### src/rtl/instr_fetch_pkg.sv
// -----------------------------------------------------------------------------
// instr_fetch_pkg
// Shared constants for the front end: instruction width, default address
// width, the fetch FSM state type and the base opcode constants that the
// control decoder matches against the fetched instruction.
// -----------------------------------------------------------------------------
package instr_fetch_pkg;

    localparam int INSTR_LEN    = 32;
    localparam int PC_WIDTH_DEF = 32;

    // S_FETCH: no request outstanding
    // S_WAIT : one request outstanding, its data will be queued
    // S_FLUSH: one request outstanding, its data will be discarded
    typedef enum logic [1:0] {
        S_FETCH = 2'd0,
        S_WAIT  = 2'd1,
        S_FLUSH = 2'd2
    } fetch_state_t;

    // Base opcodes (instr[6:0]) seen by the control decoder.
    localparam logic [6:0] OPC_LOAD   = 7'h03;
    localparam logic [6:0] OPC_OP_IMM = 7'h13;
    localparam logic [6:0] OPC_AUIPC  = 7'h17;
    localparam logic [6:0] OPC_STORE  = 7'h23;
    localparam logic [6:0] OPC_OP     = 7'h33;
    localparam logic [6:0] OPC_LUI    = 7'h37;
    localparam logic [6:0] OPC_BRANCH = 7'h63;
    localparam logic [6:0] OPC_JALR   = 7'h67;
    localparam logic [6:0] OPC_JAL    = 7'h6F;

endpackage

### src/rtl/fetch_queue.sv
// -----------------------------------------------------------------------------
// fetch_queue
// Small FIFO of {pc, instruction} pairs between the fetch FSM and decode.
// The head is presented from storage only, so nothing on the memory read
// data path reaches the outputs combinationally. Empty head reads as zero.
//
// Ports
//   clk, rst_n  : clock, asynchronous active-low reset
//   push        : write {push_pc, push_data} at the tail
//   pop         : remove the head (caller qualifies with head_valid)
//   flush       : empty the queue; wins over push and pop
//   head_valid  : queue is not empty
//   head_pc     : pc of the head entry, zero when empty
//   head_data   : instruction of the head entry, zero when empty
//   count       : number of valid entries
// -----------------------------------------------------------------------------
module fetch_queue
    import instr_fetch_pkg::*;
#(
    parameter int DEPTH  = 2,
    parameter int PC_W   = PC_WIDTH_DEF,
    parameter int DATA_W = INSTR_LEN
) (
    input  logic                       clk,
    input  logic                       rst_n,
    input  logic                       push,
    input  logic [PC_W-1:0]            push_pc,
    input  logic [DATA_W-1:0]          push_data,
    input  logic                       pop,
    input  logic                       flush,
    output logic                       head_valid,
    output logic [PC_W-1:0]            head_pc,
    output logic [DATA_W-1:0]          head_data,
    output logic [$clog2(DEPTH+1)-1:0] count
);

    localparam int PTR_W = $clog2(DEPTH);
    localparam int CNT_W = $clog2(DEPTH+1);

    typedef struct packed {
        logic [PC_W-1:0]   pc;
        logic [DATA_W-1:0] data;
    } entry_t;

    entry_t           mem_q [DEPTH];
    logic [PTR_W-1:0] wr_ptr_q, wr_ptr_d;
    logic [PTR_W-1:0] rd_ptr_q, rd_ptr_d;
    logic [CNT_W-1:0] count_q, count_d;

    // NOTE: every variable gets its hold value before any branch, so no
    // path through the block leaves one unassigned and no latch is inferred.
    always_comb begin
        wr_ptr_d = wr_ptr_q;
        rd_ptr_d = rd_ptr_q;
        count_d  = count_q;
        if (flush) begin
            wr_ptr_d = '0;
            rd_ptr_d = '0;
            count_d  = '0;
        end else begin
            // DEPTH is a power of two, so the pointers wrap by overflow.
            if (push) wr_ptr_d = wr_ptr_q + PTR_W'(1);
            if (pop)  rd_ptr_d = rd_ptr_q + PTR_W'(1);
            count_d = count_q + CNT_W'(push) - CNT_W'(pop);
        end
    end

    // NOTE: state registers use non-blocking assignments so every flop
    // samples values from before the edge, independent of block order.
    always_ff @(posedge clk or negedge rst_n) begin
        if (!rst_n) begin
            wr_ptr_q <= '0;
            rd_ptr_q <= '0;
            count_q  <= '0;
        end else begin
            wr_ptr_q <= wr_ptr_d;
            rd_ptr_q <= rd_ptr_d;
            count_q  <= count_d;
        end
    end

    // NOTE: the storage array has no reset; an entry is only ever read
    // after it has been written, and the head outputs are zeroed when empty.
    always_ff @(posedge clk) begin
        if (push && !flush) begin
            mem_q[wr_ptr_q] <= {push_pc, push_data};
        end
    end

    assign head_valid = (count_q != '0);
    assign head_pc    = head_valid ? mem_q[rd_ptr_q].pc   : '0;
    assign head_data  = head_valid ? mem_q[rd_ptr_q].data : '0;
    assign count      = count_q;

endmodule

### src/rtl/instr_fetch.sv
// -----------------------------------------------------------------------------
// instr_fetch
// Instruction fetch unit: issues word-aligned fetches to instruction memory,
// keeps at most one request in flight, queues returned instructions with
// their pc and hands them to decode through a valid/ready handshake.
// A redirect empties the queue and restarts fetching at the new target;
// data of a request issued before the redirect is discarded.
//
// Ports
//   clk, rst_n      : clock, asynchronous active-low reset
//   imem_req        : one-cycle fetch request at imem_addr
//   imem_addr       : fetch address (current pc)
//   imem_rvalid     : read data valid, one pulse per request
//   imem_rdata      : fetched instruction
//   instr_valid     : queue head valid for decode
//   instr           : queue-head instruction, zero when not valid
//   instr_pc        : address of instr, zero when not valid
//   instr_ready     : decode accepts the head
//   redirect_valid  : taken branch, flush and refetch
//   redirect_pc     : new fetch address (low two bits ignored)
// -----------------------------------------------------------------------------
module instr_fetch
    import instr_fetch_pkg::*;
#(
    parameter int                  PC_WIDTH    = PC_WIDTH_DEF,
    parameter logic [PC_WIDTH-1:0] RESET_PC    = '0,
    parameter int                  QUEUE_DEPTH = 2
) (
    input  logic                 clk,
    input  logic                 rst_n,
    output logic                 imem_req,
    output logic [PC_WIDTH-1:0]  imem_addr,
    input  logic                 imem_rvalid,
    input  logic [INSTR_LEN-1:0] imem_rdata,
    output logic                 instr_valid,
    output logic [INSTR_LEN-1:0] instr,
    output logic [PC_WIDTH-1:0]  instr_pc,
    input  logic                 instr_ready,
    input  logic                 redirect_valid,
    input  logic [PC_WIDTH-1:0]  redirect_pc
);

    localparam int                  CNT_W      = $clog2(QUEUE_DEPTH+1);
    localparam logic [PC_WIDTH-1:0] WORD_MASK  = ~PC_WIDTH'(3);
    localparam logic [PC_WIDTH-1:0] RESET_ADDR = RESET_PC & WORD_MASK;

    fetch_state_t         state_q, state_d;
    logic [PC_WIDTH-1:0]  pc_q, pc_d;
    logic [PC_WIDTH-1:0]  req_pc_q, req_pc_d;   // pc of the request in flight

    logic [CNT_W-1:0]     q_count;
    logic                 q_push, q_pop;
    logic [CNT_W:0]       occupancy;
    logic                 has_room;
    logic                 issue;

    // A slot is reserved when a request issues: occupancy counts what the
    // queue will hold after this edge, so a response can never find it full
    // and a pop this cycle frees room for back-to-back fetches.
    always_comb begin
        q_pop     = instr_valid && instr_ready;
        q_push    = (state_q == S_WAIT) && imem_rvalid && !redirect_valid;
        occupancy = {1'b0, q_count} + (CNT_W+1)'(q_push) - (CNT_W+1)'(q_pop);
        has_room  = occupancy < (CNT_W+1)'(QUEUE_DEPTH);
    end

    always_comb begin
        state_d  = state_q;
        pc_d     = pc_q;
        req_pc_d = req_pc_q;
        issue    = 1'b0;
        case (state_q)
            // A response here has no matching request and is ignored.
            S_FETCH: issue = !redirect_valid && has_room;
            S_WAIT: begin
                if (imem_rvalid) begin
                    state_d = S_FETCH;
                    issue   = !redirect_valid && has_room;
                end else if (redirect_valid) begin
                    state_d = S_FLUSH;
                end
            end
            S_FLUSH: begin
                if (imem_rvalid) state_d = S_FETCH;
            end
            default: state_d = S_FETCH;
        endcase

        if (issue) begin
            state_d  = S_WAIT;
            req_pc_d = pc_q;
            pc_d     = pc_q + PC_WIDTH'(4);
        end
        if (redirect_valid) begin
            pc_d = redirect_pc & WORD_MASK;
        end
    end

    always_ff @(posedge clk or negedge rst_n) begin
        if (!rst_n) begin
            state_q  <= S_FETCH;
            pc_q     <= RESET_ADDR;
            req_pc_q <= '0;
        end else begin
            state_q  <= state_d;
            pc_q     <= pc_d;
            req_pc_q <= req_pc_d;
        end
    end

    // The FSM sits in S_FETCH with room during reset; gating with rst_n keeps
    // the request low while reset is held and lets the first request be
    // taken on the first edge after release.
    assign imem_req  = issue && rst_n;
    assign imem_addr = pc_q;

    fetch_queue #(
        .DEPTH  (QUEUE_DEPTH),
        .PC_W   (PC_WIDTH),
        .DATA_W (INSTR_LEN)
    ) u_queue (
        .clk        (clk),
        .rst_n      (rst_n),
        .push       (q_push),
        .push_pc    (req_pc_q),
        .push_data  (imem_rdata),
        .pop        (q_pop),
        .flush      (redirect_valid),
        .head_valid (instr_valid),
        .head_pc    (instr_pc),
        .head_data  (instr),
        .count      (q_count)
    );

endmodule

### config.mk
export PLATFORM = sky130hd
export DESIGN_NAME = instr_fetch
export DESIGN_NICKNAME = d
export VERILOG_FILES = /design/src/rtl/instr_fetch_pkg.sv /design/src/rtl/fetch_queue.sv /design/src/rtl/instr_fetch.sv
export SDC_FILE = /design/constraint.sdc
export NUM_CORES = 1
export LEC_CHECK = 0
export BUFFER_PORTS_ARGS = -buffer_cell sky130_fd_sc_hd__buf_2
export CAP_MARGIN = 30
export CORE_ASPECT_RATIO = 1.1
export CORE_MARGIN = 3
export CORE_UTILIZATION = 40
export DETAILED_ROUTE_END_ITERATION = 8
export PLACE_DENSITY = 0.65
export SKIP_LAST_GASP = 1
export SLEW_MARGIN = 15
export SYNTH_ARGS = -nofsm -noshare
export SYNTH_HDL_FRONTEND = slang
export SYNTH_SLANG_ARGS = --single-unit
### constraint.sdc
create_clock -name clk -period 8.95 [get_ports clk]
set_input_delay 0.895 -clock clk [delete_from_list [all_inputs] [get_ports clk]]
set_output_delay 0.895 -clock clk [all_outputs]
set_load 0.02 [all_outputs]
==> results of run 1 <==
[per-stage QoR]
stage | utilization [%] | worst slack [ns] | instance area [um^2] | total power [mW]
3_5_place_dp | 46.4 | 4.66 | 8920 | 2.22
2_1_floorplan | - | 2.84 | 7870 | 1.90
5_1_grt | 49.7 | 4.78 | 9560 | 3.09
4_1_cts | 49.4 | 4.90 | 9510 | 2.96
6_report | 49.7 | 5.01 | 9560 | 2.93
3_3_place_gp | 46.3 | 4.73 | 8900 | 2.19
[routing by layer]
metal,wire [um],vias up
met5,0,-
met4,310,0
met3,846,20
met2,8150,150
met1,7650,2347
li1,-,2343
[synthesized netlist by cell type (8+ instances only)]
cell type    n  area (um^2)
o21ai_0     27          135
mux2_2      28          315
nand3_1     11         55.1
clkbuf_1    14         52.6
dfrtp_1     66         1650
nand2_1     32          120
inv_1        8         30.0
edfxtp_1   124         3720
nand4_1     15         93.8
xnor2_1     10         87.6
xor2_1      19          166
nor2_1      75          282
mux2i_1     64          641
[cell type report]
class                   instances  area (um^2)  area share, %
multi-input cells             338         2340           24.5
inverters                       8         30.0          0.314
flip-flops and latches        190         5380           56.3
well taps                     247          309           3.23
clock buffers                  21          482           5.04
clock inverters                11          103           1.07
repair buffers                168          913           9.56
[logic make-up (layout without fill, tap and decap cells)]
group                    count (synthesis)  in the layout  share of synthesized area [%]
XOR/XNOR                                29             29                           3.23
AND/OR/NAND/NOR                        172            172                           10.6
flip-flops                             190            190                           68.4
other                                    1              4                         0.0477
adder cells (fa/ha/maj)                  4              4                          0.732
multiplexers                            94             94                           12.4
buffers and inverters                   39            208                           2.29
AO/OA/AOI/OAI                           35             35                           2.34
[how the worst max path moves through the flow]
stage	endpoint	slack, ns	cells past startpoint
floorplan	u_queue.mem_q[0][0]	2.84	3
global placement	imem_addr[30]	4.73	11
detailed placement	imem_addr[30]	4.66	11
CTS	imem_req	4.90	9
global route	imem_req	4.78	12
finish	imem_req	5.01	12
[sequential cells by signal, indices dropped and copies added, names as in the netlist]
name	count
u_queue.count	2
req_pc_q	30
imem_addr	30
u_queue.rd_ptr_q	1
u_queue.mem_q	124
state_q	2
u_queue.wr_ptr_q	1
[where the power goes]
group	internal [mW]	switching [mW]	total (mW)	leakage, nW
logic	0.384	0.574	0.958	1.59
registers	1.12	0.118	1.23	1.92
clock network	0.417	0.319	0.736	0.289
total	1.92	1.01	2.93	3.80
[worst max-delay path, stage by stage (launching register included)]
cell	delay, ns
dfrtp_1	0.47
nor2_4	0.13
inv_1	0.06
and2_1	0.18
ha_1	0.27
inv_1	0.06
ha_1	0.13
inv_1	0.04
fa_1	0.52
nand2b_1	0.12
nor4_2	0.28
and2_1	0.17
buf_2	0.20
[placed cells by master, fill, tap and decap left out, drive strengths merged]
cell,synthesis,routed
buf,17,168
edfxtp,124,124
nor2,75,75
dfrtp,66,66
mux2i,64,64
nand2,32,32
mux2,30,30
o21ai,27,27
clkbuf,14,21
xor2,19,19
nand4,15,15
nand3,12,12
inv,8,11
xnor2,10,10
and3,8,8
and2,7,7
nor2b,6,6
clkinv,0,6
nor3,5,5
conb,1,4
and4,3,3
a21oi,3,3
a31oi,3,3
ha,3,3
nand2b,2,2
nor4,2,2
or3,2,2
and4bb,1,1
o31ai,1,1
or4,1,1
nor4b,1,1
a22oi,1,1
fa,1,1
clkinvlp,0,1
bufinv,0,1
==> reports/results.tsv, run 1 <==
metric	value	unit
status	complete, no violations	
core_area	19200	um^2
wl	17000	um
netlist_instances	564	
grt_use_met2	25.5	%
syn-cell-area	7860	um^2
yosysSeqAreaShare	68.4	%
grt_pass1_vias	4992	
timing.final.crit_share	44.1	%
path_clk_slew	0.07	ns
cts_resized	0	
ys.flop_type	edfxtp_1	
grt_max_degree	68	
cts_sinks	190	
arrival	3.05	ns
synth_edf_count	124	
drtAntennaViolNets	0	
drc	0	
relSlewSlack	39.4	%
die_h	153	um
slew_viol_final	0	
dp_hpwl	11300	um
dr_total_vias	4860	
power_density	306	nW/um^2
clk_path_buf_depth	2	
clock_latency	0.42	ns
cts_tree	done	
die_w	140	um
hold_ws	0.413	ns
synth-warning-count	0	
io_buffers	160	
finalNetCount	796	
post-route-min-period	3.94	ns
wl_per_cell	17.2	um
crit_type	reg -> out	
setup_viol	0	
drtIter0Drc	259	
start_kind	register	
rsz0062_at_grt	no	
fmax	254	MHz
required	8.06	ns
firstDrtPassIters	4	
r2r-start	u_queue.count[1]	
antenna_found_initial	0	
netlist-cell-type-count	40	
r2r_slack	5.08	ns
vdd_ir_drop_max	0.000143	V
r2r-end	imem_addr[30]	
grt_util_met1	21.6	%
timing.max_cap.violations	0	
r2r_cells	14	
htree_num_levels	4	
nFillCells	1737	
n_antenna_cell	0	
crit_path_max_fanout	4	
cp-end-kind	output pin	
crit_start	u_queue.count[1]	
start_util	40.9	%
globalRouteMet3Util	4.22	%
grt_pass1_wl	27000	um
hold_violations	0	
cts_made_buffers	17	
die-area	21400	um^2
overflow	0	
p_leak	3.80	nW
skew	0.0121	ns
io_pins	167	
drive_above_1_share	32.2	%
rows	53	
ys_async_sr_fraction	34.7	%
place_congestion	0.798	
ctsHoldBuffers	0	
syn_area_per_cell	13.9	um^2
busiest_layer	met2	
cts_root_buffer	clkbuf_16	
post_cts_buffers	0	
ys_ff_latch	190	
hold_class	in -> async	
syn_to_final_growth	21.5	%
track_usage	16.0	%
finalNonFillerCells	983	
placed_cells	949	
avgViaCountPerCell	4.94	
fin_setup_tns	0	ns
worst_pin_slew	0.902	ns
No activity file was read; power rests on OpenSTA's default activity.
==> run 2, diff against run 1 <==
clock period = 3.65 ns   (was 8.95 ns; I/O delays follow)
==> run 2 against run 1 <==
First-iteration DRC count is 11% lower. Setup slack got worse by 4.9 ns. Sequential share of layout area is 0.15 points lower. Core utilization increased by 0.14 points. Non-clock buffer count rose by 3. Combinational power increased by 150%. Flip-flop and latch count unchanged. Via count increased by 1.7%. Final cell count up 0.31%. Routed wire length rose by 1.2%. Die area stayed put. Critical path type unchanged.
==> reports/results.tsv, run 2 (same netlist as run 1, synthesis figures left out) <==
metric	value	unit
power_density	762	nW/um^2
cp-end-kind	output pin	
core_area	19200	um^2
overflow	0	
track_usage	16.7	%
grt_max_degree	63	
post-route-min-period	3.49	ns
grt_pass1_wl	27800	um
dp_hpwl	11500	um
io_pins	167	
slew_viol_final	0	
wl_per_cell	17.4	um
start_kind	register	
arrival	3.13	ns
layout_commonest_cell	buf_2	
min_from	imem_rdata[0]	
crit_type	reg -> out	
vdd_ir_drop_max	0.000498	V
cp_num_buf_inv	4	
start_util	40.9	%
largest_reg_flops	124	
cts_tree	done	
drtAntennaViolNets	0	
antenna_found_initial	1	
drtIter0Drc	230	
fmax	286	MHz
io_buffers	160	
rsz0062_at_grt	yes	
post_cts_buffers	0	
clock_latency	0.43	ns
die_w	140	um
status	complete, no violations	
min_to	u_queue.mem_q[0][0]	
wl	17200	um
drive_above_1_share	31.9	%
r2r-end	imem_addr[30]	
timing.final.crit_share	95.7	%
required	3.28	ns
r2r_cells	13	
cts_made_buffers	17	
p_leak	3.80	nW
drc	0	
cts_root_buffer	clkbuf_16	
path_common_cell	inv_1	
avgViaCountPerCell	5.01	
firstDrtPassIters	7	
worst_pin_slew	0.904	ns
relSlewSlack	39.7	%
timing.max_cap.violations	0	
skew	0.0130	ns
cts_sinks	190	
critical_path.cell_chain	nor2_4 -> inv_1 -> and2_1 -> ha_1 -> inv_1 -> ha_1 -> inv_1 -> fa_1 -> nand2b_1 -> nor4_4 -> and2_4 -> buf_2	
crit_path_max_fanout	4	
max_stage_delay	0.51	ns
r2r_slack	0.17	ns
grt_pass1_vias	5201	
critPathSlowestCell	fa_1	
clk_path_buf_depth	2	
final_cell_mix	buf_2, edfxtp_1, nor2_1	
path_clk_slew	0.07	ns
hold_depth	1	
setup_viol	0	
cp_top_family	simple AND/OR/NAND/NOR gates	
htree_num_levels	4	
hold_ws	0.129	ns
die-area	21400	um^2
syn_to_final_growth	21.9	%
dr_total_vias	4944	
finalNetCount	799	
fin_setup_tns	0	ns
hold_violations	0	
hold_class	in -> reg	
place_congestion	0.808	
rows	53	
n_antenna_cell	0	
r2r-start	u_queue.count[1]	
die_h	153	um
largest-register	u_queue.mem_q	
-- run 2: per-stage QoR --
stage          util (%)  worst slack [ns]  cell area, um^2  power [mW]  cells
2_1_floorplan         -            0.0826             7890        4.66    567
3_3_place_gp       46.4             0.350             8930        5.41    952
5_1_grt            49.8           -0.0810             9580        7.75    986
4_1_cts            49.8            0.0195             9570        7.39    986
6_report           49.8             0.155             9580        7.30    986
3_5_place_dp       46.6             0.257             8960        5.51    953
-- run 2: layout make-up --
cell class	instances	area (um^2)
Fill cell	1700	9650
Inverter	8	30.0
Multi-Input combinational cell	338	2360
Tap cell	247	309
Timing Repair Buffer	171	906
Sequential cell	190	5380
Clock inverter	10	136
Clock buffer	22	464
-- run 2: worst reg2reg max path, delay by kind of cell, from the launching register on --
kind	cells	cell delay (ns)
AOI/OAI and AO/OA	1	0.17
DFF	1	0.47
and+or+nand+nor	6	1.67
adders and majority gates	3	0.92
buffers and inverters	3	0.16
-- run 2: per-layer routing --
| metal | vias up | part of all wire (%) | track usage (%) |
|---|---|---|---|
| met5 | - | 0 | 0 |
| met4 | 0 | 1.4 | 5.45 |
| met3 | 22 | 5.8 | 4.13 |
| met2 | 166 | 49 | 27.5 |
| met1 | 2411 | 44 | 21.7 |
| li1 | 2345 | - | - |
-- run 2: what timing repair did --
item                                   4_1_cts  5_1_grt
gates resized for setup                      0        2
hold buffers                                 1        0
setup endpoints to repair                    0        2
endpoints found under the hold margin       10        0
-- run 2: how the worst max path moves through the flow --
stage	cells past startpoint	startpoint	endpoint
after floorplan	12	u_queue.count[1]	imem_req
after global placement	13	u_queue.count[1]	imem_addr[30]
after detailed placement	13	u_queue.count[1]	imem_addr[30]
after CTS	12	u_queue.count[1]	imem_req
after global routing	13	u_queue.count[1]	imem_addr[30]
final	12	u_queue.count[1]	imem_req
-- run 2: where the power goes --
part,internal [mW],switching [mW],leakage (nW)
sequential,2.74,0.303,1.92
clock,1.11,0.754,0.290
combinational,0.983,1.41,1.59
